===== src/rtl/uart_cfg_hex_dump_sequencer_pkg.sv =====
// Shared constants and state encoding for the config-bus hex dump sequencer.
package uart_cfg_hex_dump_sequencer_pkg;

    localparam logic [7:0] ASCII_CR = 8'h0D;
    localparam logic [7:0] ASCII_LF = 8'h0A;
    localparam logic [7:0] ASCII_0  = 8'h30;
    localparam logic [7:0] ASCII_A  = 8'h41;

    typedef enum logic [2:0] {
        StIdle   = 3'd0,
        StSend   = 3'd1,
        StWaitHi = 3'd2,
        StWaitLo = 3'd3,
        StNext   = 3'd4,
        StDone   = 3'd5
    } state_e;

endpackage


===== src/rtl/hex_nibble_to_ascii.sv =====
// Maps one 4-bit value to its uppercase ASCII hex character.
module hex_nibble_to_ascii
    import uart_cfg_hex_dump_sequencer_pkg::*;
(
    input  logic [3:0] nibble,
    output logic [7:0] ascii
);

    // Digits 0-9 and letters A-F live in separate ASCII ranges
    always_comb begin
        if (nibble < 4'd10) begin
            ascii = ASCII_0 + {4'b0000, nibble};
        end else begin
            ascii = ASCII_A + {4'b0000, nibble} - 8'd10;
        end
    end

endmodule


===== src/rtl/uart_cfg_hex_dump_sequencer.sv =====
// Snapshots the config bus and streams it as uppercase hex plus CR LF, one byte
// per txStart/txBusy handshake with the UART transmitter.
module uart_cfg_hex_dump_sequencer
    import uart_cfg_hex_dump_sequencer_pkg::*;
#(
    parameter int unsigned BUS_W       = 32,
    parameter int unsigned ACK_TIMEOUT = 16
) (
    input  logic             clk,
    input  logic             nRst,
    input  logic             dumpReq,
    input  logic [BUS_W-1:0] busIn,
    input  logic             txBusy,
    output logic [7:0]       txData8,
    output logic             txStart,
    output logic             dumpBusy,
    output logic             dumpDone
);

    localparam int unsigned NIB   = BUS_W / 4;
    localparam int unsigned IDX_W = $clog2(NIB + 2);
    localparam int unsigned CNT_W = $clog2(ACK_TIMEOUT);

    state_e             state_q, state_d;
    logic [BUS_W-1:0]   snap_q, snap_d;
    logic [IDX_W-1:0]   idx_q, idx_d;
    logic [CNT_W-1:0]   cnt_q, cnt_d;
    logic [7:0]         data_q, data_d;

    logic [BUS_W-1:0]   load_word;
    logic [IDX_W-1:0]   load_idx;
    logic [3:0]         load_nib;
    logic [7:0]         hex_char;
    logic [7:0]         load_char;

    // Word/index of the character loaded on entry to SEND (bus itself when accepting)
    always_comb begin
        load_word = snap_q;
        load_idx  = idx_q + IDX_W'(1);
        if (state_q == StIdle) begin
            load_word = busIn;
            load_idx  = '0;
        end
    end

    // MSB nibble first
    always_comb begin
        load_nib = '0;
        for (int k = 0; k < int'(NIB); k++) begin
            if (load_idx == IDX_W'(k)) begin
                load_nib = load_word[BUS_W-1-4*k -: 4];
            end
        end
    end

    hex_nibble_to_ascii u_hex (
        .nibble (load_nib),
        .ascii  (hex_char)
    );

    // Hex characters first, then the CR LF trailer
    always_comb begin
        if (load_idx == IDX_W'(NIB)) begin
            load_char = ASCII_CR;
        end else if (load_idx == IDX_W'(NIB + 1)) begin
            load_char = ASCII_LF;
        end else begin
            load_char = hex_char;
        end
    end

    // Next-state and strobe logic; txData8 is loaded as SEND is entered
    always_comb begin
        state_d = state_q;
        snap_d  = snap_q;
        idx_d   = idx_q;
        cnt_d   = cnt_q;
        data_d  = data_q;
        txStart = 1'b0;
        unique case (state_q)
            StIdle: begin
                if (dumpReq) begin
                    snap_d  = busIn;
                    idx_d   = '0;
                    data_d  = load_char;
                    state_d = StSend;
                end
            end
            StSend: begin
                if (!txBusy) begin
                    txStart = 1'b1;
                    cnt_d   = '0;
                    state_d = StWaitHi;
                end
            end
            StWaitHi: begin
                if (txBusy) begin
                    state_d = StWaitLo;
                end else begin
                    // Lost-ack recovery: move on if the transmitter never answers
                    cnt_d = cnt_q + CNT_W'(1);
                    if (cnt_d == CNT_W'(ACK_TIMEOUT - 1)) begin
                        state_d = StNext;
                    end
                end
            end
            StWaitLo: begin
                if (!txBusy) begin
                    state_d = StNext;
                end
            end
            StNext: begin
                if (idx_q == IDX_W'(NIB + 1)) begin
                    state_d = StDone;
                end else begin
                    idx_d   = idx_q + IDX_W'(1);
                    data_d  = load_char;
                    state_d = StSend;
                end
            end
            StDone: begin
                state_d = StIdle;
            end
            default: begin
                state_d = StIdle;
            end
        endcase
    end

    // State and datapath registers with asynchronous clear
    always_ff @(posedge clk or negedge nRst) begin
        if (!nRst) begin
            state_q <= StIdle;
            snap_q  <= '0;
            idx_q   <= '0;
            cnt_q   <= '0;
            data_q  <= '0;
        end else begin
            state_q <= state_d;
            snap_q  <= snap_d;
            idx_q   <= idx_d;
            cnt_q   <= cnt_d;
            data_q  <= data_d;
        end
    end

    assign txData8  = data_q;
    assign dumpBusy = (state_q != StIdle) && (state_q != StDone);
    assign dumpDone = (state_q == StDone);

endmodule

===== config.mk =====
export PLATFORM = sky130hd
export DESIGN_NAME = uart_cfg_hex_dump_sequencer
export DESIGN_NICKNAME = d
export VERILOG_FILES = /design/src/rtl/uart_cfg_hex_dump_sequencer_pkg.sv /design/src/rtl/hex_nibble_to_ascii.sv /design/src/rtl/uart_cfg_hex_dump_sequencer.sv
export SDC_FILE = /design/constraint.sdc
export NUM_CORES = 1
export LEC_CHECK = 0
export ABC_AREA = 0
export CORE_UTILIZATION = 30
export DETAILED_ROUTE_END_ITERATION = 6
export GPL_ROUTABILITY_DRIVEN = 0
export PLACE_DENSITY = 0.52
export SETUP_SLACK_MARGIN = 0.3
export SLEW_MARGIN = 10
export SYNTH_ARGS = -nofsm -noshare
export SYNTH_HDL_FRONTEND = slang
export SYNTH_SLANG_ARGS = --single-unit

===== constraint.sdc =====
create_clock -name clk -period 3.25 [get_ports clk]
set_input_delay 0.325 -clock clk [delete_from_list [all_inputs] [get_ports clk]]
set_output_delay 0.325 -clock clk [all_outputs]
set_load 0.02 [all_outputs]

==> results_dict.tcl <==
set metrics [dict create \
    critPathTopFamily "compound AO/OA/AOI/OAI gates" \
    hold_viol 0 \
    synthFlopType "dfrtp_1" \
    die_y_um 102 \
    ir_drop_mv 0.340 \
    pwr-share-seq_pct 32.9 \
    grt_pass1_wl_um 12000 \
    finalCritPeriodShare_pct 86.3 \
    powerDensity_mw_per_mm2 947 \
    antenna_found_initial 0 \
    coreArea_mm2 0.00973 \
    dieWidth_um 102 \
    routed_wirelength_um 7210 \
    cts_buffer_depth 2 \
    crit_path_start_kind "register" \
    maxCapViolations 0 \
    die_area_mm2 0.0104 \
    io_buffers 45 \
    use_met2_pct 23.4 \
    synthDistinctLibCells 71 \
    slowest_stage "or4_1" \
    yosys_warnings 0 \
    dp_cells 463 \
    n_fill_cell 1005 \
    viasPerCell 5.08 \
    firstDrtPassIters 4 \
    cts_buffers 5 \
    insertion_delay_ns 0.31 \
    min_period_ns 2.81 \
    syn_area_mm2 0.00301 \
    cts_tree "built" \
    synth_edf_count 0 \
    grt_usage_pct 14.9 \
    critical_path_required_ns 3.45 \
    ys_async_sr_fraction_pct 100 \
    cp-end-kind "register" \
    worstMarginPinSlew_ns 0.661 \
    maxSlewViolCount 0 \
    grt_max_degree 31 \
    clock_sinks 50 \
    rsz0062_at_grt "false" \
    layout_setup_ws_ns 0.444 \
    cp_cell_sequence "ha_2 > buf_4 > inv_1 > a41o_2 > a32oi_1 > or4_1 > o211a_2 > a21boi_1 > o32a_1" \
    finalSetupViolCount 0 \
    syn_avg_cell_area_um2 10.1 \
    path_buf_inv 2 \
    slew_headroom_pct 55.9 \
    syn_to_final_growth_pct 23.5 \
    wl_per_cell_um 15.3 \
    syn-num-nets 339 \
    use_met1_pct 21.4 \
    outcome "complete, no violations" \
    p_clk_share_pct 12.2 \
    power.switching_mw 1.45 \
    row_count 36 \
    remaining_drc_errors 0 \
    crit_arrival_ns 3.01 \
    grt_overflow 0 \
    top_usage_layer "met2" \
    cpPeakStageDelay_ns 0.51 \
    dp_hpwl_um 5310 \
    switching_share_pct 41.1 \
    diodes 0 \
    criticalPathCategory "register to register" \
    synth.ff_latch_count 50 \
    io_pins 47 \
    vias 2400 \
    dp_slack_ns 0.207 \
    start_util_pct 30.9 \
    crit_fanout 8 \
    use_met3_pct 2.53 \
    final_cells 472 \
    power_frac_comb_pct 54.9 \
    ys_seq_area_share_pct 41.6 \
    nets 379 \
    syn_inst 298 \
    drive_gt1_share_pct 18.9 \
    intPower_mw 2.08 \
    clock.fmax_ghz 0.356 \
    htreeDepth 2 \
    p_leak_nw 1.47 \
    grt_pass1_vias 2342 \
    cts_root_buf "clkbuf_8" \
    ant_nets 0 \
    hold_class "input pin to async pin" \
    fin_setup_tns_ns 0 \
    clk_pin_slew_ns 0.10 \
    drtIter0Drc 116 \
    fin_skew_ns 0.00900 \
]
## power groups by stage
| stage | sequential [mW] | combinational [mW] | clock (mW) |
|---|---|---|---|
| finish | 1.16 | 1.93 | 0.430 |
| global route | 1.21 | 2.14 | 0.466 |
| CTS | 1.16 | 1.92 | 0.443 |
| detailed placement | 1.17 | 1.90 | 0 |
| global placement | 1.17 | 1.88 | 0 |
| floorplan | 1.12 | 1.45 | 0 |
## cells in the mapped netlist (all sizes together) (2+ instances only)
| cell | count | area share [%] |
|---|---|---|
| dfrtp | 50 | 42 |
| a21oi | 16 | 2.7 |
| nor3 | 5 | 1.0 |
| a32oi | 4 | 1.4 |
| clkbuf | 8 | 1.0 |
| or2 | 2 | 0.42 |
| a22oi | 2 | 0.50 |
| nand3b | 3 | 0.75 |
| mux4 | 3 | 2.4 |
| a2111oi | 2 | 0.79 |
| nor4bb | 2 | 0.67 |
| nor2 | 16 | 2.0 |
| o32ai | 2 | 0.83 |
| o31a | 2 | 0.58 |
| a21boi | 3 | 0.75 |
| nor3b | 4 | 1.0 |
| o311ai | 2 | 0.58 |
| o211a | 2 | 0.67 |
| xnor2 | 2 | 0.58 |
| nand2b | 5 | 1.3 |
| mux2 | 31 | 12 |
| nand4 | 2 | 0.42 |
| nand2 | 25 | 3.1 |
| and2 | 3 | 0.62 |
| nor2b | 4 | 0.83 |
| buf | 14 | 3.1 |
| or3 | 2 | 0.42 |
| inv | 10 | 1.2 |
| mux2i | 3 | 1.0 |
| ha | 5 | 2.1 |
| a21o | 2 | 0.50 |
| o31ai | 5 | 1.7 |
| nand3 | 9 | 1.5 |
| o21ai | 26 | 4.3 |
| xor2 | 2 | 0.58 |
## final timing paths
path / slack [ns] / depth (start not counted) / to / from
setup / recovery: 0.44 / 9 / txData8[2] / idx_q[0]
hold / removal: 0.51 / 2 / snap_q[10] / nRst
setup reg to reg: 0.44 / 9 / txData8[2] / idx_q[0]
hold reg to reg: 0.51 / 2 / txData8[5] / txData8[5]
max in group asynchronous: 1.95 / 3 / snap_q[30] / nRst
min in group clk: 0.51 / 2 / txData8[5] / txData8[5]
## kinds of logic after synthesis
group	synth area share [%]
adder cells (fa/ha/maj)	2.08
XOR/XNOR	1.16
AND/OR/NAND/NOR	15.3
multiplexers	15.0
AO/OA/AOI/OAI	19.5
flip-flops	41.6
buffers and inverters	5.32
other	0.125
## per-stage QoR
stage,cell area [µm²],hold slack (ns),power (mW),util (%)
final,3720,0.506,3.52,38.2
after global routing,3720,0.541,3.81,38.2
after CTS,3700,0.513,3.52,38.1
after detailed placement,3580,0.339,3.07,36.8
after global placement,3580,0.330,3.05,36.8
after floorplan,3010,0.0294,2.56,-
## layout make-up
type | instances | area (µm²) | area share, %
multi-input combinational | 216 | 1620 | 43.5
sequential | 50 | 1250 | 33.6
timing repair buffer | 55 | 536 | 14.4
tap | 133 | 166 | 4.48
clock buffer | 8 | 110 | 2.96
inverter | 10 | 37.5 | 1.01
## routing by layer
layer  vias to the layer above  part of all wire [%]
li1                       1171                     -
met1                      1179                    50
met2                        43                    46
met3                         7                   3.4
met4                         0                  0.83
met5                         -                     0
## what timing repair did
action | in CTS | in global routing
hold buffers | 1 | 0
resized for setup | 1 | 3
hold endpoints to repair | 1 | 0
setup endpoints to repair | 4 | 5
buffers inserted | 0 | 0
## flip-flops by register name, indices dropped and copies added (netlist names)
name and count:
cnt_q 4, state_q 3, txData8 7, snap_q 32, idx_q 4
## layout by cell type (no fill, tap or decap), types with 2 or more instances in the layout
master,count
or2_2,2
mux4_2,2
and2_1,3
nand2_1,25
nand2b_1,4
nor4bb_1,2
clkbuf_8,8
mux2i_1,3
o31ai_1,4
o31a_1,2
buf_4,8
nor3b_1,4
inv_1,9
nand3_1,9
nor3_1,4
nor2b_1,4
a32oi_1,3
nand4_1,2
or3_1,2
mux2_1,2
a21o_1,2
o21ai_0,21
o21ai_1,5
a22oi_1,2
xnor2_1,2
nor2_1,16
a21oi_1,15
nand3b_1,3
xor2_1,2
dfrtp_1,50
a21boi_1,2
ha_1,3
clkdlybuf4s50_1,44
mux2_2,29
Note: power is estimated with default switching activity, not from simulation.
